File: src/rtl/bouncing_screensaver.sv
// Bouncing sprite screensaver: sits between vga_timer and a bank of image ROMs, draws one
// sprite at native scale, bounces it by STEP pixels per frame and switches images only on
// frame boundaries. Pixel path: stage A (hit test + address), ROM_LATENCY carry stages,
// registered colour/sync output.
module bouncing_screensaver #(
  parameter int unsigned NUM_IMAGES        = 4,
  parameter int unsigned IMAGE_WIDTH       = 160,
  parameter int unsigned IMAGE_HEIGHT      = 120,
  parameter int unsigned SCREEN_WIDTH      = 640,
  parameter int unsigned SCREEN_HEIGHT     = 480,
  parameter int unsigned STEP              = 1,
  parameter int unsigned ROM_LATENCY       = 1,
  parameter int unsigned AUTO_CYCLE_FRAMES = 600,
  parameter logic [11:0] BG_COLOR          = 12'h000,
  localparam int unsigned AW               = $clog2(IMAGE_WIDTH * IMAGE_HEIGHT),
  localparam int unsigned IW               = $clog2(NUM_IMAGES)
) (
  input  logic                     clk_i,
  input  logic                     rst_ni,
  input  logic [9:0]               position_x_i,
  input  logic [9:0]               position_y_i,
  input  logic                     visible_i,
  input  logic                     hsync_i,
  input  logic                     vsync_i,
  input  logic [NUM_IMAGES-1:0]    select_image_i,
  input  logic                     auto_cycle_i,
  input  logic                     pause_i,
  output logic [AW-1:0]            rom_addr_o,
  input  logic [12*NUM_IMAGES-1:0] rom_rdata_i,
  output logic [3:0]               vga_red_o,
  output logic [3:0]               vga_green_o,
  output logic [3:0]               vga_blue_o,
  output logic                     vga_hsync_o,
  output logic                     vga_vsync_o,
  output logic                     frame_tick_o,
  output logic [IW-1:0]            active_image_o
);

  // Coordinate width and one extra bit so origin+size comparisons never wrap.
  localparam int unsigned CW   = 10;
  localparam int unsigned EW   = CW + 1;
  localparam int unsigned LAT  = ROM_LATENCY;
  localparam int unsigned CNTW = $clog2(AUTO_CYCLE_FRAMES + 1);

  localparam logic [CW-1:0]         MAX_X    = CW'(SCREEN_WIDTH - IMAGE_WIDTH);
  localparam logic [CW-1:0]         MAX_Y    = CW'(SCREEN_HEIGHT - IMAGE_HEIGHT);
  localparam logic [CW-1:0]         STEP_C   = CW'(STEP);
  localparam logic [EW-1:0]         W_E      = EW'(IMAGE_WIDTH);
  localparam logic [EW-1:0]         H_E      = EW'(IMAGE_HEIGHT);
  localparam logic [AW-1:0]         W_A      = AW'(IMAGE_WIDTH);
  localparam logic [CNTW-1:0]       CNT_LAST = CNTW'(AUTO_CYCLE_FRAMES - 1);
  localparam logic [IW-1:0]         IMG_LAST = IW'(NUM_IMAGES - 1);
  localparam logic [NUM_IMAGES-1:0] SEL_ONE  = NUM_IMAGES'(1);

  // ---------------------------------------------------------------------------------------
  // Frame boundary detection
  // ---------------------------------------------------------------------------------------
  logic r_vs_prev;
  logic r_frame_tick;
  logic w_tick;

  assign w_tick = r_vs_prev & ~vsync_i;

  // Register vsync for edge detection and delay the tick by one cycle for the output.
  always_ff @(posedge clk_i or negedge rst_ni) begin
    if (!rst_ni) begin
      r_vs_prev    <= 1'b1;
      r_frame_tick <= 1'b0;
    end else begin
      r_vs_prev    <= vsync_i;
      r_frame_tick <= w_tick;
    end
  end

  // ---------------------------------------------------------------------------------------
  // Image selection
  // ---------------------------------------------------------------------------------------
  logic            w_sel_valid;
  logic [IW-1:0]   w_sel_idx;
  logic [IW-1:0]   r_pending;
  logic [IW-1:0]   r_active;
  logic [CNTW-1:0] r_frame_cnt;

  // Decode the manual select; only an exactly one-hot vector counts as a request.
  always_comb begin
    w_sel_valid = (select_image_i != '0) &&
                  ((select_image_i & (select_image_i - SEL_ONE)) == '0);
    w_sel_idx   = '0;
    for (int k = 0; k < NUM_IMAGES; k++) begin
      if (select_image_i[k]) begin
        w_sel_idx = IW'(k);
      end
    end
  end

  // Pending image follows manual select or the auto-cycle timer; active latches on a tick.
  always_ff @(posedge clk_i or negedge rst_ni) begin
    if (!rst_ni) begin
      r_pending   <= '0;
      r_active    <= '0;
      r_frame_cnt <= '0;
    end else begin
      if (w_sel_valid) begin
        // Manual select wins over a coincident auto-cycle step and restarts the timer.
        r_pending   <= w_sel_idx;
        r_frame_cnt <= '0;
      end else if (w_tick && auto_cycle_i) begin
        if (r_frame_cnt == CNT_LAST) begin
          r_frame_cnt <= '0;
          r_pending   <= (r_pending == IMG_LAST) ? '0 : r_pending + 1'b1;
        end else begin
          r_frame_cnt <= r_frame_cnt + 1'b1;
        end
      end
      if (w_tick) begin
        r_active <= r_pending;
      end
    end
  end

  // ---------------------------------------------------------------------------------------
  // Sprite motion
  // ---------------------------------------------------------------------------------------
  logic [CW-1:0] r_org_x;
  logic [CW-1:0] r_org_y;
  logic          r_dir_x_pos;
  logic          r_dir_y_pos;
  logic [CW-1:0] w_org_x_nxt;
  logic [CW-1:0] w_org_y_nxt;
  logic          w_dir_x_nxt;
  logic          w_dir_y_nxt;
  logic [EW-1:0] w_x_sum;
  logic [EW-1:0] w_y_sum;

  // Next origin/direction per axis: clamp at the wall and reverse in the same frame.
  always_comb begin
    w_x_sum     = {1'b0, r_org_x} + {1'b0, STEP_C};
    w_y_sum     = {1'b0, r_org_y} + {1'b0, STEP_C};
    w_org_x_nxt = r_org_x;
    w_dir_x_nxt = r_dir_x_pos;
    w_org_y_nxt = r_org_y;
    w_dir_y_nxt = r_dir_y_pos;

    if (r_dir_x_pos) begin
      if (w_x_sum >= {1'b0, MAX_X}) begin
        w_org_x_nxt = MAX_X;
        w_dir_x_nxt = 1'b0;
      end else begin
        w_org_x_nxt = w_x_sum[CW-1:0];
      end
    end else begin
      if (r_org_x <= STEP_C) begin
        w_org_x_nxt = '0;
        w_dir_x_nxt = 1'b1;
      end else begin
        w_org_x_nxt = r_org_x - STEP_C;
      end
    end

    if (r_dir_y_pos) begin
      if (w_y_sum >= {1'b0, MAX_Y}) begin
        w_org_y_nxt = MAX_Y;
        w_dir_y_nxt = 1'b0;
      end else begin
        w_org_y_nxt = w_y_sum[CW-1:0];
      end
    end else begin
      if (r_org_y <= STEP_C) begin
        w_org_y_nxt = '0;
        w_dir_y_nxt = 1'b1;
      end else begin
        w_org_y_nxt = r_org_y - STEP_C;
      end
    end
  end

  // Move the sprite once per frame unless paused.
  always_ff @(posedge clk_i or negedge rst_ni) begin
    if (!rst_ni) begin
      r_org_x     <= '0;
      r_org_y     <= '0;
      r_dir_x_pos <= 1'b1;
      r_dir_y_pos <= 1'b1;
    end else if (w_tick && !pause_i) begin
      r_org_x     <= w_org_x_nxt;
      r_org_y     <= w_org_y_nxt;
      r_dir_x_pos <= w_dir_x_nxt;
      r_dir_y_pos <= w_dir_y_nxt;
    end
  end

  // ---------------------------------------------------------------------------------------
  // Stage A: hit test and ROM address
  // ---------------------------------------------------------------------------------------
  logic [EW-1:0] w_px_e;
  logic [EW-1:0] w_py_e;
  logic [EW-1:0] w_ox_e;
  logic [EW-1:0] w_oy_e;
  logic [CW-1:0] w_dx;
  logic [CW-1:0] w_dy;
  logic          w_inside;
  logic [AW-1:0] w_addr;

  logic [AW-1:0] r_rom_addr;
  logic          r_a_inside;
  logic          r_a_vis;
  logic          r_a_hs;
  logic          r_a_vs;
  logic [IW-1:0] r_a_act;

  // Offsets are only meaningful when inside, which bounds them below W and H.
  always_comb begin
    w_px_e   = {1'b0, position_x_i};
    w_py_e   = {1'b0, position_y_i};
    w_ox_e   = {1'b0, r_org_x};
    w_oy_e   = {1'b0, r_org_y};
    w_inside = visible_i &&
               (w_px_e >= w_ox_e) && (w_px_e < w_ox_e + W_E) &&
               (w_py_e >= w_oy_e) && (w_py_e < w_oy_e + H_E);
    w_dx     = position_x_i - r_org_x;
    w_dy     = position_y_i - r_org_y;
    w_addr   = w_inside ? (AW'(w_dy) * W_A + AW'(w_dx)) : '0;
  end

  // Register the address with its sideband so both start the ROM latency together.
  always_ff @(posedge clk_i or negedge rst_ni) begin
    if (!rst_ni) begin
      r_rom_addr <= '0;
      r_a_inside <= 1'b0;
      r_a_vis    <= 1'b0;
      r_a_hs     <= 1'b1;
      r_a_vs     <= 1'b1;
      r_a_act    <= '0;
    end else begin
      r_rom_addr <= w_addr;
      r_a_inside <= w_inside;
      r_a_vis    <= visible_i;
      r_a_hs     <= hsync_i;
      r_a_vs     <= vsync_i;
      r_a_act    <= r_active;
    end
  end

  assign rom_addr_o = r_rom_addr;

  // ---------------------------------------------------------------------------------------
  // Stage B: sideband delay matching the ROM read latency
  // ---------------------------------------------------------------------------------------
  logic          r_b_inside [LAT];
  logic          r_b_vis    [LAT];
  logic          r_b_hs     [LAT];
  logic          r_b_vs     [LAT];
  logic [IW-1:0] r_b_act    [LAT];

  // Shift sideband so its last stage lines up with valid rom_rdata_i.
  always_ff @(posedge clk_i or negedge rst_ni) begin
    if (!rst_ni) begin
      for (int i = 0; i < LAT; i++) begin
        r_b_inside[i] <= 1'b0;
        r_b_vis[i]    <= 1'b0;
        r_b_hs[i]     <= 1'b1;
        r_b_vs[i]     <= 1'b1;
        r_b_act[i]    <= '0;
      end
    end else begin
      r_b_inside[0] <= r_a_inside;
      r_b_vis[0]    <= r_a_vis;
      r_b_hs[0]     <= r_a_hs;
      r_b_vs[0]     <= r_a_vs;
      r_b_act[0]    <= r_a_act;
      for (int i = 1; i < LAT; i++) begin
        r_b_inside[i] <= r_b_inside[i-1];
        r_b_vis[i]    <= r_b_vis[i-1];
        r_b_hs[i]     <= r_b_hs[i-1];
        r_b_vs[i]     <= r_b_vs[i-1];
        r_b_act[i]    <= r_b_act[i-1];
      end
    end
  end

  // ---------------------------------------------------------------------------------------
  // Output stage
  // ---------------------------------------------------------------------------------------
  logic [11:0] w_pix;
  logic [11:0] w_rgb;
  logic [11:0] r_rgb;
  logic        r_hsync;
  logic        r_vsync;

  // Pick the displayed image's ROM word, then apply sprite/background/blanking priority.
  always_comb begin
    w_pix = '0;
    for (int k = 0; k < NUM_IMAGES; k++) begin
      if (r_b_act[LAT-1] == IW'(k)) begin
        w_pix = rom_rdata_i[12*k +: 12];
      end
    end
    if (r_b_inside[LAT-1]) begin
      w_rgb = w_pix;
    end else if (r_b_vis[LAT-1]) begin
      w_rgb = BG_COLOR;
    end else begin
      w_rgb = '0;
    end
  end

  // Register colour and syncs together so they leave aligned.
  always_ff @(posedge clk_i or negedge rst_ni) begin
    if (!rst_ni) begin
      r_rgb   <= '0;
      r_hsync <= 1'b1;
      r_vsync <= 1'b1;
    end else begin
      r_rgb   <= w_rgb;
      r_hsync <= r_b_hs[LAT-1];
      r_vsync <= r_b_vs[LAT-1];
    end
  end

  assign vga_red_o      = r_rgb[11:8];
  assign vga_green_o    = r_rgb[7:4];
  assign vga_blue_o     = r_rgb[3:0];
  assign vga_hsync_o    = r_hsync;
  assign vga_vsync_o    = r_vsync;
  assign frame_tick_o   = r_frame_tick;
  assign active_image_o = r_active;

endmodule

File: config.mk
export PLATFORM = sky130hd
export DESIGN_NAME = bouncing_screensaver
export DESIGN_NICKNAME = d
export VERILOG_FILES = /design/src/rtl/bouncing_screensaver.sv
export SDC_FILE = /design/constraint.sdc
export NUM_CORES = 1
export LEC_CHECK = 0
export CAP_MARGIN = 5
export CORE_MARGIN = 1.5
export CORE_UTILIZATION = 50
export DETAILED_ROUTE_END_ITERATION = 6
export GPL_ROUTABILITY_DRIVEN = 0
export PLACE_DENSITY = 0.82
export REMOVE_ABC_BUFFERS = 1
export SLEW_MARGIN = 15
export SYNTH_ARGS = -nofsm -noshare
export SYNTH_HDL_FRONTEND = slang
export SYNTH_SLANG_ARGS = --single-unit
File: constraint.sdc
create_clock -name clk_i -period 5.7 [get_ports clk_i]
set_input_delay 0.57 -clock clk_i [delete_from_list [all_inputs] [get_ports clk_i]]
set_output_delay 0.57 -clock clk_i [all_outputs]
set_load 0.005 [all_outputs]
After elaboration in Yosys (flattened, before gate mapping)
Index checks and enable logic that the tools add are counted.
Widths: inputs -> output; s select.

word-level totals
  memories kept = 0
  ROM bits = 0
  flip-flop bits (word level) = 76
  input port bits = 79
  output and inout bits = 32
  word-level logic and storage cells = 91
  memory bits (writable) = 0
  bits in latches = 0

cells by class
  reductions and logical operators = 14
  magnitude comparators = 8
  $add $sub $neg = 12
  div/mod/pow operators = 0
  muxes and demuxes = 28
  $mul = 1
  eq/ne operators = 5
  shift-type cells = 0
  bitwise operators = 3

operators with widths
  kind                   number
  $mux 10                9
  $mux 12                5
  $add 10x1->11 const B  2
  $ge 11x9->1 const B    2
  $lt 10x11->1           2
  $ge 10x10->1           2
  $le 10x1->1 const B    2
  $sub 10x1->10 const B  2
  $sub 10x10->10         2
  $add 15x10->15         1
  $mux 15                1
  $mux 2                 6
  $add 10x7->11 const B  1
  $add 10x8->11 const B  1
  $add 10x1->10 const B  1
  $eq 10x10->1 const B   1
  $mul 10x3->10 const B  1
  $logic_and 1x1->1      7
  $mux 1                 7
  $eq 2x2->1 const B     3
  $and 4x4->4            1
  $logic_not 4->1        1
  $reduce_bool 2->1      2
  $reduce_bool 4->1      1
  other kinds (8)        8

Depth between registers and ports, before layout
Gate-level depths: netlist of the first run.

  depth in word-level cells = 6
  gate-level depth with buffers = 18
  depth with buffers taken out = 17

Worst setup path before layout of the first run
Ideal clock, no wire load.

  path kind = input to register
  from = in position_y_i[0]
  to = reg r_rom_addr[14], in the netlist rom_addr_o[14]
  data required time = 5621 ps
  setup time = 79 ps
  arrival = 3944 ps
  stages = 17
  buffers on the path = 0
  path slack = 1677 ps
  cells stage by stage = inv_1 ha_1 inv_1 fa_1 a211oi_1 nor2_1 xor2_1 ha_1 inv_1 fa_1 inv_1 ha_1 a21oi_1 nor4_1 nand3_1 xnor2_1 mux2i_1

between the ends
  cells in the longest elaborated chain, start to end = 4
  elaborated cells on any way between the ends = 8
  those cells by class = add/sub (2); mul (1); order compare (2); mux (1); reduce/logical (2)

ends and longest elaborated chain
  element                                              RTL line  RTL
  from (decl)                                          21        input logic [9:0] position_y_i,
  $sub 10x10->10 or $ge 10x10->1 (tied branches)       221, 219
  $mul 10x3->10 or $logic_and 1x1->1 (tied branches)   222, 218
  $add 15x10->15 or $logic_and 1x1->1 (tied branches)  222, 219
  $mux 15 *                                            222       w_addr = w_inside ? (AW'(w_dy) * W_A + AW'(w_dx)) : '0;
  net w_addr[14]                                       202       logic [AW-1:0] w_addr;
  to (signal assigned)                                 235       r_rom_addr <= w_addr;
  to (decl)                                            204       logic [AW-1:0] r_rom_addr;

Mark *: on every way through the listed nets, which the timed path passes. The rest lies on a longest branch.
A chain may end at the register's enable or synchronous reset.

Final worst setup path of the first run
Ends and elaborated chain as after synthesis.

==> impl_metrics.csv, run 1 <==
group,metric,value,unit
run_status,status,"completed",
critical_path,critPathLaunchType,"input port",
floorplan,die_w,113,microns
floorplan,die-height,113,microns
floorplan,ioPinCount,111,
critical_path,crit_type,"input port to register",
timing,finalSetupTns,0,ps
timing,slew_headroom,0.367,
synthesis,synthArstFlopShare,1.00,
synthesis,synthXorXnorAreaFrac,0.0562,
detailed_routing,avgRoutedWirePerCell,16.8,microns
placement,portBuffers,110,
synthesis,ys_ff_latch,76,
detailed_routing,drt-total-wl,15400,microns
floorplan,die_area,0.0128,sq mm
timing,rsz0062_at_grt,"false",
timing,finClkSkew,7.83,ps
timing,hold_violations,0,
final_layout,final_nets,906,
detailed_routing,drt_iter0_drc,447,
timing,tightest_slew,949,ps
synthesis,ys_types,79,
clocking,tritoncts,"done",
power,ir_drop,0.272,mV
detailed_routing,ant_nets,0,
power,sequentialPowerShare,0.200,
clocking,clk_transition_reported_paths,60,ps
min_path,hold_path.class,"register to register",
grt,antenna_found_initial,0,
floorplan,core_area,0.0119,sq mm
synthesis,ys_seq_area_frac,0.314,
placement,post-place-ws,894,ps
grt,grt_pass1_wl,25300,microns
power,switching_share,0.458,
clocking,numCtsBuffers,9,
critical_path,critPathMaxStageDelay,530,ps
clocking,cts_setup_buffers,0,
synthesis,synth_warnings,0,
synthesis,synth.area.mux_share,0.0547,
timing,fmax,222,MHz
min_path,min-delay-start,"r_a_inside$_DFF_PN0_",
critical_path,slowest_stage,"fa_1",
clocking,htreeDepth,3,
grt,grt_remaining_overflow,0,
synthesis,syn_inst,664,
synthesis,synth_flop_cell,"dfrtp_1",
power,leakage,0.00320,uW
timing,period_share,0.789,
final_layout,area_growth_syn_to_layout,24.4,%
critical_path,critPathLaunch,"position_y_i[0]",
flow_run,max_cap_viol_count,0,
critical_path,critical_path_required,5960,ps
grt,grt_max_degree,77,
synthesis,synth_top_cell_by_area,"dfrtp_1",
critical_path,critPathMostFrequentCell,"inv_1",
critical_path,crit_fanout,4,
timing,final.setup.worst_slack,1200,ps
detailed_routing,num_vias,5544,
synthesis,synth_area,0.00608,sq mm
clocking,ctsLongestPathBuffers,2,
synthesis,synth_area_leaders,"dfrtp_1, ha_1, mux4_2",
power,clockPowerShare,0.140,
critical_path,crit_path_end_kind,"register",
timing,setup_viol_count_final,0,
synthesis,synth_top_cell_area_share,0.280,
power,p_int,2290,uW
timing,slew_viol_final,0,
power,powerDensity,559,mW/mm^2
detailed_routing,drcViolationCount,0,
final_layout,layout_commonest_cell,"clkdlybuf4s50_1",
critical_path,r2r_start,"r_org_y[0]$_DFFE_PN0P_",
floorplan,start_util,0.510,
synthesis,synth-simple-area-share,0.194,
clocking,root_buffer,"clkbuf_16",
clocking,ctsResizeCount,0,
synthesis,synth-edff-count,0,
final_layout,diodes,0,
placement,dp_hpwl,11700,microns
critical_path,cp_cell_sequence,"clkdlybuf4s50_1 -> inv_1 -> ha_1 -> inv_1 -> fa_1 -> a211oi_1 -> nor2_1 -> xor2_1 -> ha_1 -> inv_1 -> fa_1 -> inv_1 -> ha_1 -> a21oi_1 -> nor4_1 -> nand3_1 -> xnor2_1 -> mux2i_1",
clocking,clock_latency,350,ps
synthesis,synth_compound_area_frac,0.199,
final_layout,drive_gt1_frac,0.0690,
floorplan,rows,40,
grt,grt_pass1_vias,5466,
clocking,cts_sinks,76,
synthesis,synth_top_family_by_area,"compound AO/OA/AOI/OAI gates",
power,combinationalPowerShare,0.660,
clocking,cts_hold_buf,0,
critical_path,critPathArrivalTime,4760,ps
grt,grtUsageTotal,0.241,
timing,fin_crit,4500,ps
detailed_routing,avgViaCountPerCell,6.06,
synthesis,synthAdderAreaFrac,0.137,
synthesis,avgSynthCellArea,9.16,sq um
detailed_routing,firstDrtPassIters,5,
final_layout,final_cell_mix,"clkdlybuf4s50_1, dfrtp_1, ha_1",
power,switchingPower,1940,uW
-- worst max-delay path: cells and delay by family --
kind                     cells  cell delay, ps
XOR/XNOR                     2             390
AND/OR/NAND/NOR              3             630
buffers and inverters        5             620
adder cells (fa/ha/maj)      5            1750
AO/OA/AOI/OAI                2             590
multiplexers                 1             200
-- final cells by class --
| cell class | count | area [sq um] |
|---|---|---|
| clock buffers | 10 | 239 |
| repair buffers | 111 | 1110 |
| flip-flops and latches | 76 | 1910 |
| inverters | 42 | 158 |
| fillers | 974 | 4350 |
| well taps | 147 | 184 |
| clock inverters | 6 | 71.3 |
| multi-input cells | 523 | 3890 |
-- synthesized netlist by cell type, drive strengths merged (4+ instances only) --
library cell,instances
o21a,7
nand4,6
ha,60
o21bai,4
clkbuf,11
o21ai,48
dfstp,8
o31ai,6
a211o,4
inv,41
o211ai,7
a211oi,15
a21oi,43
nand2b,8
dfrtp,68
or3,5
and3,9
buf,12
a21o,9
mux2i,4
nor2b,11
xor2,9
mux4,12
fa,4
nor3,20
or4,4
and2,24
nand3,25
xnor2,30
nor2,48
and4,4
a31oi,6
nor4,4
nand2,35
-- routing by layer --
layer / GRT usage / vias to the layer above / share of wire
met4: 0.0992 / 0 / 0.025
met5: 0 / - / 0
met1: 0.293 / 2635 / 0.41
met3: 0.0412 / 32 / 0.056
met2: 0.423 / 231 / 0.51
li1: - / 2646 / -
-- through the flow --
step | hold WS, ps | std cells | total power (uW) | area [sq um] | utilization
6_report | 347 | 915 | 4230 | 7560 | 0.635
5_1_grt | 365 | 915 | 4620 | 7560 | 0.635
4_1_cts | 348 | 915 | 4220 | 7560 | 0.635
3_5_place_dp | 335 | 899 | 3580 | 7250 | 0.609
3_3_place_gp | 331 | 899 | 3430 | 7250 | 0.609
2_1_floorplan | 274 | 641 | 2950 | 5960 | -
-- power by group through the flow --
| stage | Combinational, uW | Sequential (uW) | Clock [uW] |
|---|---|---|---|
| detailed placement | 2730 | 850 | 0 |
| CTS | 2770 | 841 | 607 |
| finish | 2790 | 846 | 594 |
| global placement | 2590 | 838 | 0 |
| floorplan | 2150 | 803 | 0 |
| global route | 3120 | 873 | 629 |
-- sequential cells by signal, indices dropped and copies added (netlist names), 2 cells and up --
register	flops
active_image_o	2
r_a_act	2
r_b_act	2
r_frame_cnt	10
r_org_x	10
r_org_y	10
r_pending	2
r_rgb	12
rom_addr_o	15
-- final timing paths --
check	endpoint	depth (start not counted)	slack [ps]
worst max-delay path	rom_addr_o[14]$_DFF_PN0_	18	1200
worst min-delay path	r_b_inside$_DFF_PN0_	0	350
worst max register to register	rom_addr_o[14]$_DFF_PN0_	16	1300
worst min register to register	r_b_inside$_DFF_PN0_	0	350
max in group asynchronous	r_org_y[1]$_DFFE_PN0P_	1	4720
min in group asynchronous	r_rgb[4]$_DFF_PN0_	1	370
-- logic make-up after synthesis --
logic type,after synthesis
simple gates,217
fa+ha+maj,64
xor+xnor,39
compound gates,185
flops,76
buf+inv,65
mux,18
No activity file was read; power rests on OpenSTA's default activity.
==> run 2: changes to the inputs <==
CORE_UTILIZATION = 49   (was 50)
PLACE_DENSITY = 0.83   (was 0.82)
clock period = 3.6 ns   (was 5.7 ns; I/O delays follow)
==> run 2 against run 1 <==
Effect of this change: the run now ends with setup timing left; global-route usage rose by 2.8 points; clock skew barely moved; clock power rose by 70%; worst hold slack got worse by 210 ps; design area rose by 12%; die area rose by 2.0%; first-iteration DRC count rose by 20%; flip-flop and latch count did not move; power rose by 120%; non-clock buffer count rose by 83; critical path depth fell by 2; largest power group unchanged.
==> impl_metrics.csv, run 2 (same netlist as run 1, synthesis figures left out) <==
group,metric,value,unit
critical_path,reg2regPathDepth,17,
critical_path,r2r-end,"rom_addr_o[14]$_DFF_PN0_",
floorplan,core_area,0.0121,sq mm
power,powerDensity,1110,mW/mm^2
grt,grt_pass1_vias,6052,
grt,grt_remaining_overflow,0,
final_layout,area_growth_syn_to_layout,39.0,%
critical_path,critPathLaunchType,"input port",
critical_path,critPathArrivalTime,4040,ps
final_layout,finish.instance_area,0.00845,sq mm
detailed_routing,avgRoutedWirePerCell,17.7,microns
power,leakage,0.00367,uW
final_layout,num-fill-cells,828,
final_layout,final_nets,989,
timing,tightest_slew,958,ps
grt,grtUsageTotal,0.269,
critical_path,r2r_start,"r_org_y[1]$_DFFE_PN0P_",
timing,slew_headroom,0.361,
timing,finalSetupTns,-180,ps
detailed_routing,drcViolationCount,0,
critical_path,reg2reg_setup_slack,-150,ps
floorplan,die_area,0.0131,sq mm
floorplan,rows,40,
critical_path,crit_path_end_kind,"register",
timing,rsz0062_at_grt,"true",
detailed_routing,avgViaCountPerCell,5.98,
critical_path,critical_path_required,3860,ps
flow_run,max_cap_viol_count,0,
final_layout,largest_register_ffs,15,
power,ir_drop,0.884,mV
critical_path,crit_type,"input port to register",
run_status,violations,"setup timing",
placement,dp_hpwl,12800,microns
detailed_routing,ant_nets,0,
clocking,numCtsBuffers,9,
clocking,ctsLongestPathBuffers,2,
grt,grt_pass1_wl,28100,microns
min_path,hold_path.class,"input port to asynchronous set/reset pin",
final_layout,drive_gt1_frac,0.207,
timing,period_share,1.05,
critical_path,critPathLaunch,"position_y_i[3]",
final_layout,layout_commonest_cell,"clkdlybuf4s50_1",
grt,grt_max_degree,77,
placement,portBuffers,110,
clocking,htreeDepth,3,
detailed_routing,num_vias,6098,
timing,final.setup.worst_slack,-180,ps
detailed_routing,firstDrtPassIters,6,
timing,setup_viol_count_final,1,
placement,post-place-ws,-722,ps
clocking,cts_sinks,76,
floorplan,start_util,0.504,
critical_path,crit_end,"rom_addr_o[14]$_DFF_PN0_",
clocking,tritoncts,"done",
critical_path,crit_fanout,6,
run_status,status,"finished with violations",
timing,whs,132,ps
timing,fin_crit,3780,ps
grt,antenna_found_initial,0,
floorplan,die_w,114,microns
timing,finClkSkew,8.13,ps
clocking,clk_transition_reported_paths,60,ps
detailed_routing,drt_iter0_drc,536,
final_layout,final_cell_mix,"clkdlybuf4s50_1, buf_4, dfrtp_1",
timing,fmax,265,MHz
clocking,clock_latency,350,ps
detailed_routing,drt-total-wl,18100,microns
clocking,root_buffer,"clkbuf_16",
timing,hold_violations,0,
final_layout,diodes,0,
floorplan,ioPinCount,111,
floorplan,die-height,114,microns
timing,slew_viol_final,0,
placement,place_area,0.00785,sq mm
run 2: how the worst min path moves through the flow:
stage | start | to | slack [ps] | depth (start not counted)
after floorplan | rst_ni | active_image_o[0]$_DFFE_PN0P_ | 60 | 0
after global placement | r_a_inside$_DFF_PN0_ | r_b_inside$_DFF_PN0_ | 330 | 0
after detailed placement | r_a_inside$_DFF_PN0_ | r_b_inside$_DFF_PN0_ | 340 | 0
after CTS | rst_ni | r_org_y[0]$_DFFE_PN0P_ | 200 | 1
after global routing | rst_ni | r_org_y[2]$_DFFE_PN0P_ | 240 | 1
final | rst_ni | r_org_y[0]$_DFFE_PN0P_ | 130 | 1
run 2: per-layer routing:
layer,share of wire,track usage,up-vias
li1,-,-,2820
met2,0.53,0.499,279
met4,0.029,0.115,0
met3,0.052,0.0328,55
met5,0,0,-
met1,0.39,0.310,2944
run 2: per-stage QoR:
stage | std cells | util | power [uW]
CTS | 1017 | 0.690 | 8640
global placement | 996 | 0.651 | 6700
detailed placement | 996 | 0.651 | 7030
floorplan | 641 | - | 4670
finish | 1019 | 0.700 | 9370
global route | 1019 | 0.700 | 10000
run 2: power by group:
group	total [uW]	internal [uW]	switching, uW
clock	1010	612	394
combinational	7170	3670	3490
sequential	1200	1030	168
run 2: repair_timing:
item / CTS / global route
setup endpoints to repair: 4 / 5
resized for setup: 29 / 23
pin swaps: 24 / 9
hold buffers: 0 / 0
buffers inserted: 6 / 2
run 2: area by class of cell:
| class | count | area (sq um) | area share |
|---|---|---|---|
| Clock inverter | 7 | 98.8 | 0.0117 |
| Timing Repair Buffer | 194 | 1730 | 0.204 |
| Tap cell | 168 | 210 | 0.0249 |
| Sequential cell | 76 | 1910 | 0.226 |
| Clock buffer | 9 | 225 | 0.0267 |
| Inverter | 42 | 158 | 0.0187 |
| Multi-Input combinational cell | 523 | 4120 | 0.487 |
run 2: worst max-delay path: stages:
cell and delay [ps]:
clkdlybuf4s50_1 490, ha_2 330, a21o_1 210, nand2_1 90
nand2_1 80, nor2_2 160, xnor2_2 150, ha_1 280
ha_1 310, nor2b_2 170, o31a_1 320, buf_4 150
a311o_1 350, xnor2_2 190, xnor2_2 150, mux2i_1 250
==> run 3: changes to the inputs <==
CTS_CLUSTER_SIZE = 12   (was unset)
==> results of run 3 <==
The final DEF is identical to that of run 2; final timing and power are the same.
